$ cat config.mk
export PLATFORM = sky130hd
export DESIGN_NAME = operand_fetch_flat
export DESIGN_NICKNAME = d
export VERILOG_FILES = /design/src/rtl/alu_pkg.sv /design/src/rtl/operand_fetch_if.sv /design/src/rtl/operand_fetch_regfile.sv /design/src/rtl/operand_fetch.sv /design/src/flat_wrapper.sv
export SDC_FILE = /design/constraint.sdc
export NUM_CORES = 1
export LEC_CHECK = 0
export ABC_CLOCK_PERIOD_IN_PS = 4500
export BUFFER_PORTS_ARGS = -buffer_cell sky130_fd_sc_hd__buf_4
export CAP_MARGIN = 30
export CORE_MARGIN = 2
export CORE_UTILIZATION = 43
export CTS_CLUSTER_DIAMETER = 200
export DETAILED_ROUTE_END_ITERATION = 7
export PLACE_DENSITY_LB_ADDON = 0.3
export SLEW_MARGIN = 20
export SYNTH_ARGS = -nofsm -noshare
export SYNTH_HDL_FRONTEND = slang
export SYNTH_HIERARCHICAL = 1
export SYNTH_SLANG_ARGS = --single-unit
export TNS_END_PERCENT = 50
$ cat constraint.sdc
create_clock -name clk -period 4.5 [get_ports clk]
set_input_delay 0.675 -clock clk [delete_from_list [all_inputs] [get_ports clk]]
set_output_delay 0.675 -clock clk [all_outputs]
set_load 0.02 [all_outputs]
$ cat src/rtl/alu_pkg.sv
// Shared constants and types for the operand fetch stage and its register file.
package alu_pkg;

    localparam int W    = 16;
    localparam int NREG = 8;
    localparam int AW   = $clog2(NREG);

    // Register address as carried on every source/destination field.
    typedef logic [AW-1:0] reg_addr_t;

    // ALU operation codes carried in in_op[1:0] and presented on alu_ctrl.
    typedef enum logic [1:0] {
        ALU_ADD = 2'b00,
        ALU_SUB = 2'b01,
        ALU_AND = 2'b10,
        ALU_OR  = 2'b11
    } alu_op_t;

endpackage

$ cat src/rtl/operand_fetch_if.sv
// Handshake and writeback bundle of the operand fetch stage.
// master = upstream issue / downstream ALU side, slave = the fetch stage.
interface operand_fetch_if
    import alu_pkg::*;
#(
    parameter int W = alu_pkg::W
);
    // Instruction side
    logic            in_valid;
    logic            in_ready;
    logic [2:0]      in_op;
    reg_addr_t       in_rs;
    reg_addr_t       in_rt;
    reg_addr_t       in_rd;
    logic [7:0]      in_imm;

    // Writeback from the result stage
    logic            wb_en;
    reg_addr_t       wb_addr;
    logic [W-1:0]    wb_data;

    // Operands toward the ALU
    logic            out_valid;
    logic            out_ready;
    logic [1:0]      alu_ctrl;
    logic [W-1:0]    alu_a;
    logic [W-1:0]    alu_b;
    reg_addr_t       out_rd;

    modport master (
        output in_valid, in_op, in_rs, in_rt, in_rd, in_imm,
        output wb_en, wb_addr, wb_data,
        output out_ready,
        input  in_ready, out_valid, alu_ctrl, alu_a, alu_b, out_rd
    );

    modport slave (
        input  in_valid, in_op, in_rs, in_rt, in_rd, in_imm,
        input  wb_en, wb_addr, wb_data,
        input  out_ready,
        output in_ready, out_valid, alu_ctrl, alu_a, alu_b, out_rd
    );

endinterface

$ cat src/rtl/operand_fetch_regfile.sv
// Register file: two asynchronous read ports, one synchronous write port,
// r0 hardwired to zero.
module regfile
    import alu_pkg::*;
#(
    parameter int W    = alu_pkg::W,
    parameter int NREG = alu_pkg::NREG
) (
    input  logic         clk,
    input  logic         reset,
    input  logic         we,
    input  reg_addr_t    waddr,
    input  logic [W-1:0] wdata,
    input  reg_addr_t    raddr_a,
    output logic [W-1:0] rdata_a,
    input  reg_addr_t    raddr_b,
    output logic [W-1:0] rdata_b
);

    logic [NREG-1:0][W-1:0] mem_reg;

    // Storage write; r0 is never written so it stays at its reset value of zero.
    always_ff @(posedge clk or posedge reset) begin
        if (reset) begin
            mem_reg <= '0;
        end else if (we && (waddr != '0)) begin
            mem_reg[waddr] <= wdata;
        end
    end

    assign rdata_a = (raddr_a == '0) ? '0 : mem_reg[raddr_a];
    assign rdata_b = (raddr_b == '0) ? '0 : mem_reg[raddr_b];

endmodule

$ cat src/rtl/operand_fetch.sv
// Operand fetch stage: reads sources (with writeback bypass), tracks pending
// destinations in a scoreboard, and registers operands toward the ALU.
module operand_fetch
    import alu_pkg::*;
#(
    parameter int W    = alu_pkg::W,
    parameter int NREG = alu_pkg::NREG
) (
    input  logic                clk,
    input  logic                reset,
    operand_fetch_if.slave      bus
);

    logic [NREG-1:0] pending_reg;
    logic [NREG-1:0] pending_next;
    logic [NREG-1:0] busy;

    logic            out_valid_reg;
    alu_op_t         alu_ctrl_reg;
    logic [W-1:0]    alu_a_reg;
    logic [W-1:0]    alu_b_reg;
    reg_addr_t       out_rd_reg;

    logic [W-1:0]    rf_a;
    logic [W-1:0]    rf_b;
    logic [W-1:0]    opnd_a;
    logic [W-1:0]    opnd_b;
    logic [W-1:0]    imm_ext;
    logic            bypass_a;
    logic            bypass_b;
    logic            hazard;
    logic            in_ready_int;
    logic            accept;

    regfile #(
        .W    (W),
        .NREG (NREG)
    ) u_regfile (
        .clk     (clk),
        .reset   (reset),
        .we      (bus.wb_en),
        .waddr   (bus.wb_addr),
        .wdata   (bus.wb_data),
        .raddr_a (bus.in_rs),
        .rdata_a (rf_a),
        .raddr_b (bus.in_rt),
        .rdata_b (rf_b)
    );

    // A register is busy when pending and not being written back this cycle.
    // The scoreboard next state is built per register: a new claim beats a
    // same-cycle writeback release, and r0 is never claimed.
    genvar gi;
    generate
        for (gi = 0; gi < NREG; gi++) begin : g_sb
            assign busy[gi] = pending_reg[gi]
                            & ~(bus.wb_en & (bus.wb_addr == reg_addr_t'(gi)));
            if (gi == 0) begin : g_r0
                assign pending_next[gi] = 1'b0;
            end else begin : g_rn
                assign pending_next[gi] =
                    (accept && (bus.in_rd == reg_addr_t'(gi))) ? 1'b1 :
                    (bus.wb_en && (bus.wb_addr == reg_addr_t'(gi))) ? 1'b0 :
                    pending_reg[gi];
            end
        end
    endgenerate

    // B from the immediate ignores rt, so rt only stalls for register-register ops.
    assign hazard = busy[bus.in_rs]
                  | (busy[bus.in_rt] & ~bus.in_op[2])
                  | busy[bus.in_rd];

    assign in_ready_int = (~out_valid_reg | bus.out_ready) & ~hazard;
    assign accept       = bus.in_valid & in_ready_int;
    assign bus.in_ready = in_ready_int;

    // Same-cycle writeback data replaces the stored value; r0 always reads zero.
    assign bypass_a = bus.wb_en && (bus.wb_addr == bus.in_rs) && (bus.in_rs != '0);
    assign bypass_b = bus.wb_en && (bus.wb_addr == bus.in_rt) && (bus.in_rt != '0);
    assign imm_ext  = {{(W-8){bus.in_imm[7]}}, bus.in_imm};
    assign opnd_a   = bypass_a ? bus.wb_data : rf_a;
    assign opnd_b   = bus.in_op[2] ? imm_ext : (bypass_b ? bus.wb_data : rf_b);

    // Scoreboard state.
    always_ff @(posedge clk or posedge reset) begin
        if (reset) begin
            pending_reg <= '0;
        end else begin
            pending_reg <= pending_next;
        end
    end

    // Output stage: load on accept, empty after a drain with no new accept,
    // otherwise hold.
    always_ff @(posedge clk or posedge reset) begin
        if (reset) begin
            out_valid_reg <= 1'b0;
            alu_ctrl_reg  <= ALU_ADD;
            alu_a_reg     <= '0;
            alu_b_reg     <= '0;
            out_rd_reg    <= '0;
        end else if (accept) begin
            out_valid_reg <= 1'b1;
            alu_ctrl_reg  <= alu_op_t'(bus.in_op[1:0]);
            alu_a_reg     <= opnd_a;
            alu_b_reg     <= opnd_b;
            out_rd_reg    <= bus.in_rd;
        end else if (bus.out_ready) begin
            out_valid_reg <= 1'b0;
        end
    end

    assign bus.out_valid = out_valid_reg;
    assign bus.alu_ctrl  = alu_ctrl_reg;
    assign bus.alu_a     = alu_a_reg;
    assign bus.alu_b     = alu_b_reg;
    assign bus.out_rd    = out_rd_reg;

endmodule

$ cat src/flat_wrapper.sv
// flat-port wrapper written by rule: the top's interface ports become plain ports
module operand_fetch_flat import alu_pkg::*;
#(
    parameter int W    = alu_pkg::W,
    parameter int NREG = alu_pkg::NREG
)
  (clk, reset, bus_in_valid, bus_in_op, bus_in_rs, bus_in_rt, bus_in_rd, bus_in_imm, bus_wb_en, bus_wb_addr, bus_wb_data, bus_out_ready, bus_in_ready, bus_out_valid, bus_alu_ctrl, bus_alu_a, bus_alu_b, bus_out_rd);
  operand_fetch_if #(.W(W)) bus_i ();
  input  logic clk;
  input  logic reset;
  input wire logic [$bits(bus_i.in_valid)-1:0] bus_in_valid;
  input wire logic [$bits(bus_i.in_op)-1:0] bus_in_op;
  input wire logic [$bits(bus_i.in_rs)-1:0] bus_in_rs;
  input wire logic [$bits(bus_i.in_rt)-1:0] bus_in_rt;
  input wire logic [$bits(bus_i.in_rd)-1:0] bus_in_rd;
  input wire logic [$bits(bus_i.in_imm)-1:0] bus_in_imm;
  input wire logic [$bits(bus_i.wb_en)-1:0] bus_wb_en;
  input wire logic [$bits(bus_i.wb_addr)-1:0] bus_wb_addr;
  input wire logic [$bits(bus_i.wb_data)-1:0] bus_wb_data;
  input wire logic [$bits(bus_i.out_ready)-1:0] bus_out_ready;
  output wire logic [$bits(bus_i.in_ready)-1:0] bus_in_ready;
  output wire logic [$bits(bus_i.out_valid)-1:0] bus_out_valid;
  output wire logic [$bits(bus_i.alu_ctrl)-1:0] bus_alu_ctrl;
  output wire logic [$bits(bus_i.alu_a)-1:0] bus_alu_a;
  output wire logic [$bits(bus_i.alu_b)-1:0] bus_alu_b;
  output wire logic [$bits(bus_i.out_rd)-1:0] bus_out_rd;
  assign bus_i.in_valid = bus_in_valid;
  assign bus_i.in_op = bus_in_op;
  assign bus_i.in_rs = bus_in_rs;
  assign bus_i.in_rt = bus_in_rt;
  assign bus_i.in_rd = bus_in_rd;
  assign bus_i.in_imm = bus_in_imm;
  assign bus_i.wb_en = bus_wb_en;
  assign bus_i.wb_addr = bus_wb_addr;
  assign bus_i.wb_data = bus_wb_data;
  assign bus_i.out_ready = bus_out_ready;
  assign bus_in_ready = bus_i.in_ready;
  assign bus_out_valid = bus_i.out_valid;
  assign bus_alu_ctrl = bus_i.alu_ctrl;
  assign bus_alu_a = bus_i.alu_a;
  assign bus_alu_b = bus_i.alu_b;
  assign bus_out_rd = bus_i.out_rd;
  operand_fetch #(.W(W), .NREG(NREG)) u_core (.clk(clk), .reset(reset), .bus(bus_i));
endmodule
# Word-level counts from Yosys, hierarchy flattened
# Index checks and enable logic that the tools add are counted.
# W data, S select, Z words.
# op_classes
magnitude_cmp	5
eq_ne	16
muxes	34
bitwise	30
reduce_logical	33
# op_table
operator	count
$bwmux W128	1
$mux W16	8
$bmux W16 S3	2
$demux W16 S3	1
$eq A3 B3 Y1 const B	8
$logic_and A1 B1 Y1	20
$mux W1	19
$and A1 B1 Y1	17
$lt A3 B4 Y1 const B	4
$reduce_bool A2 Y1	8
$eq A3 B2 Y1 const B	4
$not A1 Y1	10
$bmux W1 S3	3
$reduce_bool A3 Y1	3
$eq A3 B1 Y1 const B	2
$eq A3 B3 Y1	2
$logic_not A3 Y1	2
$ge A3 B1 Y1 const B	1
$or A1 B1 Y1	3
# totals
register_bits	173
in_bits	44
output_inout_bits	39
word_cells	138

# Logic depth before layout (Yosys ltp)
# logic_depth
ltp_word	14
depth_mapped	9

# Modules after synthesis
# Netlist, hierarchy kept.
# modules_own_cells
module	n_inst	cells_each	area_each_um2	seq_area_each_um2
regfile	1	445	6206.0	2802.7
operand_fetch	1	240	2808.9	1126.1

# Least setup slack after synthesis
# No wires, ideal clock.
# synth_path
path_kind	in2out
startpoint	in bus_wb_addr[0]
endpoint	out bus_in_ready
t_arrival_ps	2130
slack_ps	1695
path_stages	6
path_buffers	1
path_cell_list	buf_2 -> and4bb_1 -> or3_1 -> a21oi_1 -> or4_1 -> and3b_1
# synth_between
elab_chain_len	11
word_cells_on_any_way	39
# synth_lines
item	line_no	source
start: declaration	flat_wrapper.sv:18	input wire logic [$bits(bus_i.wb_addr)-1:0] bus_wb_addr;
$eq A3 B1 Y1, or another cell as far along	operand_fetch.sv:57	& ~(bus.wb_en & (bus.wb_addr == reg_addr_t'(gi)));
$and A1 B1 Y1	operand_fetch.sv:57	
$not A1 Y1	operand_fetch.sv:57	
$and A1 B1 Y1	operand_fetch.sv:57	
$bmux W1 S3	operand_fetch.sv:71	| (busy[bus.in_rt] & ~bus.in_op[2])
$mux W1 (implied by the code)	operand_fetch.sv:71	
$and A1 B1 Y1	operand_fetch.sv:71	
$or A1 B1 Y1	operand_fetch.sv:71	
$or A1 B1 Y1 (*)	operand_fetch.sv:72	| busy[bus.in_rd];
$not A1 Y1 (*)	operand_fetch.sv:74	assign in_ready_int = (~out_valid_reg | bus.out_ready) & ~hazard;
$and A1 B1 Y1 (*)	operand_fetch.sv:74	
end: declaration	flat_wrapper.sv:21	output wire logic [$bits(bus_i.in_ready)-1:0] bus_in_ready;
# Every way passes the cells marked *; elsewhere a longest branch is shown, timed or not. The select of a mux whose other input is x is not followed.

# Worst setup path in the final report
# layout_path
startpoint	in bus_wb_addr[2]
endpoint	out bus_in_ready
# Same word-level chain as after synthesis.

==> reports/metrics.cfg <==
[critical_path]
cp_num_buf_inv = 2
end_kind = output pin
regToRegSetupSlack_ns = 1.77
critPathTopFamily = simple AND/OR/NAND/NOR gates
cp.required_ns = 3.83
crit_path_start_kind = primary input
crit_type = in2out
crit_fanout = 18
crit_chain = buf_4, nand4b_1, a32oi_1, o22ai_1, or4_1, and3b_1, buf_4
critical_path.most_common_cell = buf_4
max_stage_delay_ns = 0.50
worst-endpoint-arrival_ns = 2.48
critPathSlowestCell = or4_1

[sta]
drv_slew = 0
fin_crit_ns = 3.15
fin_ws_ns = 1.35
finalHoldViolCount = 0
rsz0062_at_grt = no
worstMarginPinSlew_ns = 1.02
finalCritPeriodShare = 0.701
timing.hold.ws_ns = 0.319
finalSetupViolations = 0
fin_setup_tns_ns = 0
skew_ns = 0.0115
relSlewSlack = 0.315
timing.fmax_mhz = 317

[status]
status = completed

[synthesis]
synth-seq-area-share = 0.436
ys_types = 57
synth_seq_cells = 157
syn_avg_cell_area_um2 = 13.2
yosysWarnings = 6
netlist_area_um2 = 9010
async_flop_share = 1.00
synth-main-ff-cell = dfrtp_1
synth_nets = 729
synth_edf_count = 0
synthCells = 685

[cells_and_area]
finalNetCount = 782
largest_reg_flops = 112
multi_input_area_um2 = 4630
drive_above_1_share = 0.418
regArea_um2 = 3930
diodes = 0
area_delta_synth_final_pct = 14.0
n_fill_cell = 1813

[min_path]
hold_class = in2async

[routing]
first_iter_violations = 614
num_vias = 6171
drtAntennaViolNets = 0
wl_um = 24200
first_pass_iters = 5
drc = 0
wire_per_inst_um = 23.7
drt-vias-per-instance = 6.04

[power_and_ir_drop]
ir_worst_vdd_v = 0.000286
comb_power_share = 0.317
power.leakage_nw = 4.55
seq_power_share = 0.402
p_sw_w = 0.00167
p_sw_frac = 0.316
pwr-share-clk = 0.281
p_int_w = 0.00363
powerDensity_nw_per_um2 = 516

[global_routing]
grt_pass1_vias = 6559
grt_pass1_wl_um = 37800
antenna_found_initial = 0
grt_start_max_net_pins = 81
groute.usage.overall = 0.224
grt_overflow = 0

[floorplan]
fp.coreArea_um2 = 20400
die_h_um = 149
initial_core_util = 0.441
die_x_um = 149
rows = 52
io_pins = 83
fp.dieArea_um2 = 22100

[clock_network]
cts_setup_buffers = 0
h-tree-depth = 4
hold_buffers = 0
clk_path_buf_depth = 2
cts_tree = built
cts_buffers = 17
cts_root_buf = clkbuf_16
cts-resized-gates = 0
clock_sinks = 157
path_clk_slew_ns = 0.06
insertion_delay_ns = 0.43

[place]
dp_hpwl_um = 15300
globalplace.congestion = 0.797
place_ws_ns = 1.13
io_buffers = 82

[flow_run]
max_cap_viol_count = 0

## Yosys cell counts, types with 11 or more instances
| library cell | number | share of area |
|---|---|---|
| buf_2 | 16 | 0.0089 |
| a21oi_1 | 12 | 0.0067 |
| buf_6 | 18 | 0.022 |
| dfrtp_1 | 157 | 0.44 |
| mux2_2 | 120 | 0.15 |
| o21ai_1 | 12 | 0.0067 |
| mux2_1 | 25 | 0.031 |
| a221oi_1 | 62 | 0.060 |
| mux2i_1 | 80 | 0.089 |
| clkbuf_1 | 11 | 0.0046 |
| nand2_1 | 19 | 0.0079 |
| mux2_4 | 52 | 0.087 |
## cell usage in the layout (no fill, tap or decap), types with 2 or more instances in the layout
| cell type | instances |
|---|---|
| bufinv_16 | 3 |
| o22ai_1 | 2 |
| a221oi_1 | 62 |
| o21ai_1 | 12 |
| mux2_1 | 25 |
| nor2b_2 | 4 |
| buf_4 | 92 |
| inv_1 | 6 |
| mux2_4 | 52 |
| o2111ai_1 | 2 |
| clkinv_4 | 4 |
| nor2b_1 | 4 |
| and4bb_1 | 2 |
| nand2b_1 | 5 |
| a2111oi_4 | 2 |
| nand4b_1 | 2 |
| xor2_1 | 4 |
| clkbuf_16 | 17 |
| o21bai_1 | 2 |
| a21oi_1 | 12 |
| dfrtp_1 | 157 |
| nand2_1 | 19 |
| mux2_2 | 120 |
| nand3_1 | 8 |
| o31ai_1 | 4 |
| nor2_1 | 2 |
| inv_6 | 3 |
| inv_2 | 3 |
| clkinvlp_4 | 2 |
| nand4b_4 | 3 |
| nand4_1 | 2 |
| clkbuf_1 | 2 |
| mux2i_1 | 80 |
| and2_1 | 5 |
## stage by stage
stage / std cells / utilization / total power [W] / cell area (um2)
after CTS: 1021 / 0.503 / 0.00534 / 10300
after global placement: 987 / 0.471 / 0.00374 / 9630
after global routing: 1021 / 0.503 / 0.00556 / 10300
final: 1021 / 0.503 / 0.00530 / 10300
after floorplan: 685 / - / 0.00325 / 9010
after detailed placement: 989 / 0.473 / 0.00382 / 9660
## worst paths after layout
check,from,depth (start not counted),to
max,bus_wb_addr[2],7,bus_in_ready
min reg2reg,u_core/bus.alu_a[11],1,u_core/bus.alu_a[11]
min in group clk,bus_in_op[1],2,u_core/bus.alu_ctrl[1]
max reg2reg,u_core/pending_reg[2],7,u_core/bus.alu_ctrl[1]
max in group asynchronous,reset,3,u_core/u_regfile/mem_reg[70]
min,reset,2,u_core/bus.alu_b[14]
## final cells by class
class,instances,share of cell area
Clock inverter,12,0.0158
Sequential cell,157,0.382
Clock buffer,20,0.0435
Timing Repair Buffer,94,0.0706
Tap cell,270,0.0329
Inverter,10,0.00414
Multi-Input combinational cell,458,0.451
## worst register-to-register path, cell delays in order (launching register included)
cell,delay (ns)
dfrtp_1,0.41
nor2b_1,0.15
a32oi_1,0.21
o22ai_1,0.11
or4_1,0.50
nand3b_4,0.44
buf_4,0.42
mux2_1,0.37
## logic make-up after synthesis
family | count (synthesis) | synth area share
multiplexers | 277 | 0.357
buffers and inverters | 70 | 0.0527
XOR/XNOR | 4 | 0.00389
flip-flops | 157 | 0.436
AO/OA/AOI/OAI | 109 | 0.0969
AND/OR/NAND/NOR | 68 | 0.0541
## per-layer routing
layer / GRT usage / vias up / routed length (um)
met1: 0.290 / 3148 / 10500
li1: - / 2723 / -
met3: 0.0465 / 46 / 1390
met2: 0.376 / 254 / 11700
met4: 0.0738 / 0 / 573
met5: 0 / - / 0
## power by group through the flow
stage | registers (W) | logic (W) | clock network, W
after floorplan | 0.00227 | 0.000975 | 0
final | 0.00213 | 0.00168 | 0.00149
after detailed placement | 0.00215 | 0.00167 | 0
after global placement | 0.00211 | 0.00163 | 0
after global routing | 0.00218 | 0.00180 | 0.00158
after CTS | 0.00213 | 0.00169 | 0.00152
No activity file was read; power rests on OpenSTA's default activity.
